### src/rtl/instr_fetch_unit_pkg.sv
// Shared definitions for the instruction fetch unit: FSM encodings, IR field
// positions, reset PC default and the opcode constants the controller decodes.
package instr_fetch_unit_pkg;

    typedef enum logic [1:0] {
        ST_IDLE = 2'd0,
        ST_REQ  = 2'd1,
        ST_DONE = 2'd2
    } fetch_state_e;

    localparam logic [31:0] RESET_PC_DEFAULT = 32'h0000_0000;

    localparam int OPCODE_MSB = 31;
    localparam int OPCODE_LSB = 26;
    localparam int RS_MSB     = 25;
    localparam int RS_LSB     = 21;
    localparam int RT_MSB     = 20;
    localparam int RT_LSB     = 16;
    localparam int RD_MSB     = 15;
    localparam int RD_LSB     = 11;
    localparam int FUNC_MSB   = 5;
    localparam int FUNC_LSB   = 0;
    localparam int IMM_MSB    = 15;
    localparam int IMM_LSB    = 0;

    localparam logic [5:0] OP_RTYPE = 6'h00;
    localparam logic [5:0] OP_J     = 6'h02;
    localparam logic [5:0] OP_BEQ   = 6'h04;
    localparam logic [5:0] OP_ADDI  = 6'h08;
    localparam logic [5:0] OP_LW    = 6'h23;
    localparam logic [5:0] OP_SW    = 6'h2B;

    // Instruction addresses are word aligned; the two low bits never survive.
    function automatic logic [31:0] align_word(input logic [31:0] addr);
        return {addr[31:2], 2'b00};
    endfunction

endpackage

### src/rtl/instr_fetch_unit_if.sv
// Instruction-memory req/ack bus. The fetch unit is the master; memory is the slave.
interface instr_fetch_unit_if;

    logic        imem_req;
    logic [31:0] imem_addr;
    logic        imem_ack;
    logic [31:0] imem_rdata;

    modport master (
        output imem_req,
        output imem_addr,
        input  imem_ack,
        input  imem_rdata
    );

    modport slave (
        input  imem_req,
        input  imem_addr,
        output imem_ack,
        output imem_rdata
    );

endinterface

### src/rtl/instr_fetch_unit_pc_reg.sv
// Program counter register with the next-PC mux (sequential step or aligned
// branch target). Runs independently of the fetch FSM.
module fetch_pc_reg
    import instr_fetch_unit_pkg::*;
#(
    parameter logic [31:0] RESET_PC = RESET_PC_DEFAULT,
    parameter logic [31:0] PC_STEP  = 32'd4
) (
    input  logic        clk,
    input  logic        reset,
    input  logic        pc_we,
    input  logic        pcsrc,
    input  logic [31:0] branch_target,
    output logic [31:0] pc
);

    logic [31:0] pc_d;
    logic [31:0] pc_q;

    // The increment wraps modulo 2^32 and is realigned so an odd PC_STEP can
    // never leave the PC off a word boundary.
    always_comb begin
        pc_d = pc_q;
        if (pc_we) begin
            if (pcsrc) begin
                pc_d = align_word(branch_target);
            end else begin
                pc_d = align_word(pc_q + PC_STEP);
            end
        end
    end

    always_ff @(posedge clk or posedge reset) begin
        if (reset) begin
            pc_q <= RESET_PC;
        end else begin
            pc_q <= pc_d;
        end
    end

    assign pc = pc_q;

endmodule

### src/rtl/instr_fetch_unit.sv
// Instruction fetch unit: owns PC and IR, runs the imem req/ack handshake and
// decodes IR fields. Optional fetch timeout enabled by defining FETCH_TIMEOUT_EN.
module instr_fetch_unit
    import instr_fetch_unit_pkg::*;
#(
    parameter logic [31:0] RESET_PC = RESET_PC_DEFAULT,
    parameter logic [31:0] PC_STEP  = 32'd4,
    parameter int          TIMEOUT  = 255
) (
    input  logic                       clk,
    input  logic                       reset,
    input  logic                       fetch_start,
    input  logic                       pc_we,
    input  logic                       pcsrc,
    input  logic [31:0]                branch_target,
    instr_fetch_unit_if.master         bus,
    output logic [31:0]                pc,
    output logic [31:0]                ir,
    output logic [5:0]                 opcode,
    output logic [4:0]                 rs,
    output logic [4:0]                 rt,
    output logic [4:0]                 rd,
    output logic [5:0]                 func,
    output logic [15:0]                imm,
    output logic                       ir_valid,
    output logic                       busy,
    output logic                       fetch_err
);

    fetch_state_e state_q, state_d;
    logic         imem_req_q, imem_req_d;
    logic [31:0]  imem_addr_q, imem_addr_d;
    logic [31:0]  ir_q, ir_d;
    logic         ir_valid_q, ir_valid_d;

`ifdef FETCH_TIMEOUT_EN
    localparam int CNT_W = (TIMEOUT >= 256) ? $clog2(TIMEOUT + 1) : 8;
    localparam logic [CNT_W-1:0] CNT_LAST = CNT_W'(TIMEOUT - 1);

    logic [CNT_W-1:0] cnt_q, cnt_d;
    logic             fetch_err_q, fetch_err_d;
`else
    logic unused_timeout_cfg;
    assign unused_timeout_cfg = (TIMEOUT == 0);
`endif

    fetch_pc_reg #(
        .RESET_PC (RESET_PC),
        .PC_STEP  (PC_STEP)
    ) u_pc_reg (
        .clk           (clk),
        .reset         (reset),
        .pc_we         (pc_we),
        .pcsrc         (pcsrc),
        .branch_target (branch_target),
        .pc            (pc)
    );

    always_comb begin
        state_d     = state_q;
        imem_req_d  = imem_req_q;
        imem_addr_d = imem_addr_q;
        ir_d        = ir_q;
        ir_valid_d  = 1'b0;
`ifdef FETCH_TIMEOUT_EN
        cnt_d       = cnt_q;
        fetch_err_d = fetch_err_q;
`endif
        case (state_q)
            ST_IDLE: begin
                // The address is the PC before any same-cycle pc_we lands.
                if (fetch_start) begin
                    state_d     = ST_REQ;
                    imem_req_d  = 1'b1;
                    imem_addr_d = pc;
`ifdef FETCH_TIMEOUT_EN
                    cnt_d       = '0;
                    fetch_err_d = 1'b0;
`endif
                end
            end
            ST_REQ: begin
                // An ack on the timeout cycle still loads the word normally.
                if (bus.imem_ack) begin
                    state_d    = ST_DONE;
                    imem_req_d = 1'b0;
                    ir_d       = bus.imem_rdata;
                    ir_valid_d = 1'b1;
                end
`ifdef FETCH_TIMEOUT_EN
                else if (cnt_q == CNT_LAST) begin
                    state_d     = ST_IDLE;
                    imem_req_d  = 1'b0;
                    fetch_err_d = 1'b1;
                end else begin
                    cnt_d = cnt_q + 1'b1;
                end
`endif
            end
            ST_DONE: begin
                state_d = ST_IDLE;
            end
            default: begin
                state_d    = ST_IDLE;
                imem_req_d = 1'b0;
            end
        endcase
    end

    always_ff @(posedge clk or posedge reset) begin
        if (reset) begin
            state_q     <= ST_IDLE;
            imem_req_q  <= 1'b0;
            imem_addr_q <= '0;
            ir_q        <= '0;
            ir_valid_q  <= 1'b0;
`ifdef FETCH_TIMEOUT_EN
            cnt_q       <= '0;
            fetch_err_q <= 1'b0;
`endif
        end else begin
            state_q     <= state_d;
            imem_req_q  <= imem_req_d;
            imem_addr_q <= imem_addr_d;
            ir_q        <= ir_d;
            ir_valid_q  <= ir_valid_d;
`ifdef FETCH_TIMEOUT_EN
            cnt_q       <= cnt_d;
            fetch_err_q <= fetch_err_d;
`endif
        end
    end

    assign bus.imem_req  = imem_req_q;
    assign bus.imem_addr = imem_addr_q;
    assign ir            = ir_q;
    assign ir_valid      = ir_valid_q;
    assign busy          = (state_q != ST_IDLE);
`ifdef FETCH_TIMEOUT_EN
    assign fetch_err     = fetch_err_q;
`else
    assign fetch_err     = 1'b0;
`endif

    assign opcode = ir_q[OPCODE_MSB:OPCODE_LSB];
    assign rs     = ir_q[RS_MSB:RS_LSB];
    assign rt     = ir_q[RT_MSB:RT_LSB];
    assign rd     = ir_q[RD_MSB:RD_LSB];
    assign func   = ir_q[FUNC_MSB:FUNC_LSB];
    assign imm    = ir_q[IMM_MSB:IMM_LSB];

endmodule
### src/flat_wrapper.sv
// flat-port wrapper written by rule: the top's interface ports become plain ports
module instr_fetch_unit_flat import instr_fetch_unit_pkg::*;
#(
    parameter logic [31:0] RESET_PC = RESET_PC_DEFAULT,
    parameter logic [31:0] PC_STEP  = 32'd4,
    parameter int          TIMEOUT  = 255
)
  (clk, reset, fetch_start, pc_we, pcsrc, branch_target, pc, ir, opcode, rs, rt, rd, func, imm, ir_valid, busy, fetch_err, bus_imem_req, bus_imem_addr, bus_imem_ack, bus_imem_rdata);
  instr_fetch_unit_if bus_i ();
  input  logic clk;
  input  logic reset;
  input  logic fetch_start;
  input  logic pc_we;
  input  logic pcsrc;
  input  logic [31:0] branch_target;
  output logic [31:0] pc;
  output logic [31:0] ir;
  output logic [5:0] opcode;
  output logic [4:0] rs;
  output logic [4:0] rt;
  output logic [4:0] rd;
  output logic [5:0] func;
  output logic [15:0] imm;
  output logic ir_valid;
  output logic busy;
  output logic fetch_err;
  output wire logic [$bits(bus_i.imem_req)-1:0] bus_imem_req;
  output wire logic [$bits(bus_i.imem_addr)-1:0] bus_imem_addr;
  input wire logic [$bits(bus_i.imem_ack)-1:0] bus_imem_ack;
  input wire logic [$bits(bus_i.imem_rdata)-1:0] bus_imem_rdata;
  assign bus_imem_req = bus_i.imem_req;
  assign bus_imem_addr = bus_i.imem_addr;
  assign bus_i.imem_ack = bus_imem_ack;
  assign bus_i.imem_rdata = bus_imem_rdata;
  instr_fetch_unit #(.RESET_PC(RESET_PC), .PC_STEP(PC_STEP), .TIMEOUT(TIMEOUT)) u_core (.clk(clk), .reset(reset), .fetch_start(fetch_start), .pc_we(pc_we), .pcsrc(pcsrc), .branch_target(branch_target), .bus(bus_i), .pc(pc), .ir(ir), .opcode(opcode), .rs(rs), .rt(rt), .rd(rd), .func(func), .imm(imm), .ir_valid(ir_valid), .busy(busy), .fetch_err(fetch_err));
endmodule
### config.mk
export PLATFORM = sky130hd
export DESIGN_NAME = instr_fetch_unit_flat
export DESIGN_NICKNAME = d
export VERILOG_FILES = /design/src/rtl/instr_fetch_unit_pkg.sv /design/src/rtl/instr_fetch_unit_if.sv /design/src/rtl/instr_fetch_unit_pc_reg.sv /design/src/rtl/instr_fetch_unit.sv /design/src/flat_wrapper.sv
export SDC_FILE = /design/constraint.sdc
export NUM_CORES = 1
export LEC_CHECK = 0
export BUFFER_PORTS_ARGS = -buffer_cell sky130_fd_sc_hd__buf_2
export CAP_MARGIN = 15
export CORE_ASPECT_RATIO = 1.25
export CORE_MARGIN = 2
export CORE_UTILIZATION = 48
export CTS_BUF_LIST = sky130_fd_sc_hd__clkbuf_16
export DETAILED_ROUTE_END_ITERATION = 10
export GPL_TIMING_DRIVEN = 0
export MAX_ROUTING_LAYER = met4
export PLACE_DENSITY_LB_ADDON = 0.08
export SLEW_MARGIN = 20
export SYNTH_ARGS = -nofsm -noshare
export SYNTH_HDL_FRONTEND = slang
export SYNTH_SLANG_ARGS = --single-unit
### constraint.sdc
create_clock -name clk -period 7.45 [get_ports clk]
set_clock_uncertainty 0.15 [all_clocks]
set_input_delay 1.49 -clock clk [delete_from_list [all_inputs] [get_ports clk]]
set_output_delay 1.49 -clock clk [all_outputs]
set_load 0.005 [all_outputs]
==> impl_metrics.json <==
{
  "synth_flop_cell": "dfrtp_1",
  "cp_slowest_cell": "clkbuf_1",
  "p_per_area_nw_per_um2": 358,
  "ys_ff_latch": 96,
  "rows": 40,
  "place_congestion": 0.908,
  "min_path_type": "reg2reg",
  "swShare_pct": 31.0,
  "route.top_layer_used": "met4",
  "grt_usage_pct": 25.1,
  "netSwitchingPower_mw": 0.684,
  "cts_made_buffers": 9,
  "grt_pass1_wl_um": 20100,
  "final_net_count": 711,
  "post_synth_main_area_contributors": "dfrtp_1 (52%), mux2_2 (15%), buf_4 (7.7%)",
  "grt_setup_unrepaired": "false",
  "detail_route.wirelength_um": 12800,
  "setup.worst_path.end_class": "register",
  "highest_clock_rate_ghz": 0.335,
  "max_cap_violations": 0,
  "post-place-cells": 755,
  "ys_async_sr_fraction_pct": 100,
  "core_area_um2": 9510,
  "synth.yosys.seq_area_share_pct": 51.6,
  "worstMarginPinSlew_ns": 0.660,
  "final-hold-violation-count": 0,
  "yosys.area.top_type": "dfrtp_1",
  "timing.final.setup_violations": 0,
  "grt_antenna_before_repair": 1,
  "yosys.cell_types.count": 44,
  "outcome": "finished clean",
  "die-width_um": 92.1,
  "drcViolationCount": 0,
  "report.final.slew_viol_count": 0,
  "synthesis.area_per_instance_um2": 11.1,
  "clock_path_buffers": 2,
  "die-area_um2": 10500,
  "detailedRoute.firstPassIterationCount": 5,
  "cts.repair_timing.setup_buffer_count": 0,
  "crit_family": "buffers and inverters",
  "detailroute.via_count": 4107,
  "worst-path-max-fanout": 10,
  "floorplan.io_pins": 213,
  "syn_inst": 419,
  "period_utilization_post_route_pct": 40.1,
  "first_iter_violations": 178,
  "p_int_mw": 1.53,
  "first_global_vias": 3965,
  "synth-edff-count": 0,
  "min_period_ns": 2.99,
  "layout-drive-gt1-share_pct": 52.9,
  "worst_path_largest_cell_delay_ns": 0.47,
  "io_buffer_count": 205,
  "avgRoutedWirePerCell_um": 16.6,
  "routed-wl-met3_um": 868,
  "finish.cell_count_without_fillers": 772,
  "worstPathCellList": "buf_2 -> inv_1 -> clkbuf_1 -> clkbuf_1 -> o21ai_0 -> a21oi_1 -> a21oi_1",
  "crit_type": "in2reg",
  "path_buf_inv": 4,
  "cts_resized": 0,
  "tns_ns": 0,
  "layout.cells.most_common": "buf_2",
  "largest_net_degree_at_the_start_of_global_routing": 69,
  "slew-limit-headroom_pct": 55.8,
  "root_buffer": "clkbuf_16",
  "yosysWarningCount": 0,
  "die-height_um": 114,
  "cts_tree": "built",
  "initial_core_util_pct": 48.9,
  "syn_area_um2": 4650,
  "met2_length_um": 6650,
  "timing.critical_path.from_type": "input port",
  "clockPowerShare_pct": 20.7,
  "met1_length_um": 4980,
  "clock_insertion_delay_worst_skew_ns": 0.34,
  "share_comb_of_total_power_pct": 39.8,
  "ir_drop_v": 0.000168,
  "timing.reg2reg.setup_slack_ns": 5.09,
  "most_used_cells_in_the_layout_excluding_fill_and_tap_cells": "buf_2 (205), dfrtp_1 (96), mux2_2 (62)",
  "drt.antenna.violating_nets": 0,
  "cts_htree_levels": 3,
  "seq_power_share_pct": 39.6,
  "ctsHoldBuffers": 0,
  "route.detailed.vias_per_inst": 5.32,
  "grt-ovfl-total": 0,
  "clkSinkCount": 96,
  "syn_to_final_growth_pct": 32.7,
  "timing.critical_path.required_ns": 7.50,
  "power.static_leakage_nw": 2.94,
  "share_of_the_synthesized_area_in_the_top_cell_type_pct": 51.6,
  "cp.arrival_ns": 3.04,
  "hpwlAfterDp_um": 9570,
  "clk_pin_slew_worst_paths_ns": 0.07
}
## per-layer routing
layer	track usage, %	vias to the layer above
met4	11.2	0
met1	29.4	1971
li1	-	1916
met2	43.2	189
met3	3.16	31
met5	-	-
## registers in the layout, indices dropped and copies added (netlist names)
name                  cells
u_core.ir                32
u_core.bus.imem_addr     30
u_core.u_pc_reg.pc       30
u_core.state_q            2
u_core.bus.imem_req       1
u_core.ir_valid           1
## stage by stage
step | instance area (um2) | hold WS, ns | util [%] | power, mW | setup WS [ns]
4_1_cts | 6170 | 0.338 | 64.9 | 2.23 | 4.49
5_1_grt | 6170 | 0.365 | 64.9 | 2.35 | 4.30
3_5_place_dp | 5880 | 0.328 | 61.9 | 1.78 | 4.14
2_1_floorplan | 4670 | 0.290 | - | 1.35 | 3.30
3_3_place_gp | 5850 | 0.304 | 61.5 | 1.74 | 2.18
6_report | 6170 | 0.336 | 64.9 | 2.21 | 4.46
## power by group through the flow
stage | clock, mW | sequential [mW] | combinational, mW
after CTS | 0.461 | 0.877 | 0.893
after global placement | 0 | 0.867 | 0.872
after floorplan | 0 | 0.882 | 0.470
after detailed placement | 0 | 0.885 | 0.891
final | 0.457 | 0.874 | 0.879
after global routing | 0.482 | 0.905 | 0.958
## cell type report
type	count	area [um2]
inverters	12	50.0
clock buffers	9	225
repair buffers	206	1050
well taps	126	158
flip-flops and latches	96	2400
clock inverters	7	62.6
multi-input cells	248	1790
plain buffers	67	432
fillers	838	3340
diodes	1	2.50
## cell usage after synthesis (3+ instances only)
master	count
nor3_1	5
clkbuf_1	15
and3_1	7
buf_4	48
buf_1	4
a22oi_1	7
dfrtp_1	96
o311ai_0	3
a311oi_1	5
a21oi_1	25
o32ai_1	6
nand2_1	25
nor4_1	5
inv_1	12
mux2_2	62
o22ai_1	5
nor2_1	18
nand3_1	13
or3_1	4
a31o_2	3
o21ai_0	20
## worst paths after layout
check | end | startpoint | cells past startpoint
max | u_core.u_pc_reg.pc[18] | pcsrc | 7
min | u_core.state_q[0] | u_core.state_q[1] | 1
max reg2reg | u_core.u_pc_reg.pc[30] | u_core.u_pc_reg.pc[2] | 6
min reg2reg | u_core.state_q[0] | u_core.state_q[1] | 1
max in group asynchronous | u_core.ir[23] | reset | 3
min in group asynchronous | u_core.bus.imem_addr[28] | reset | 2
## worst reg2reg max path, stage by stage, from the launching register on
cell     delay [ns]
dfrtp_1        0.47
ha_1           0.26
and3_1         0.21
nand2_1        0.19
or3_4          0.48
or4_1          0.48
nand3_1        0.08
## cell families after synthesis
group | share of synthesized area, %
buf+inv | 10.2
mux | 15.4
other cells | 0.0806
compound gates | 12.2
fa+ha+maj | 0.269
flops | 51.6
simple gates | 10.2
(Power assumes the default switching activity.)
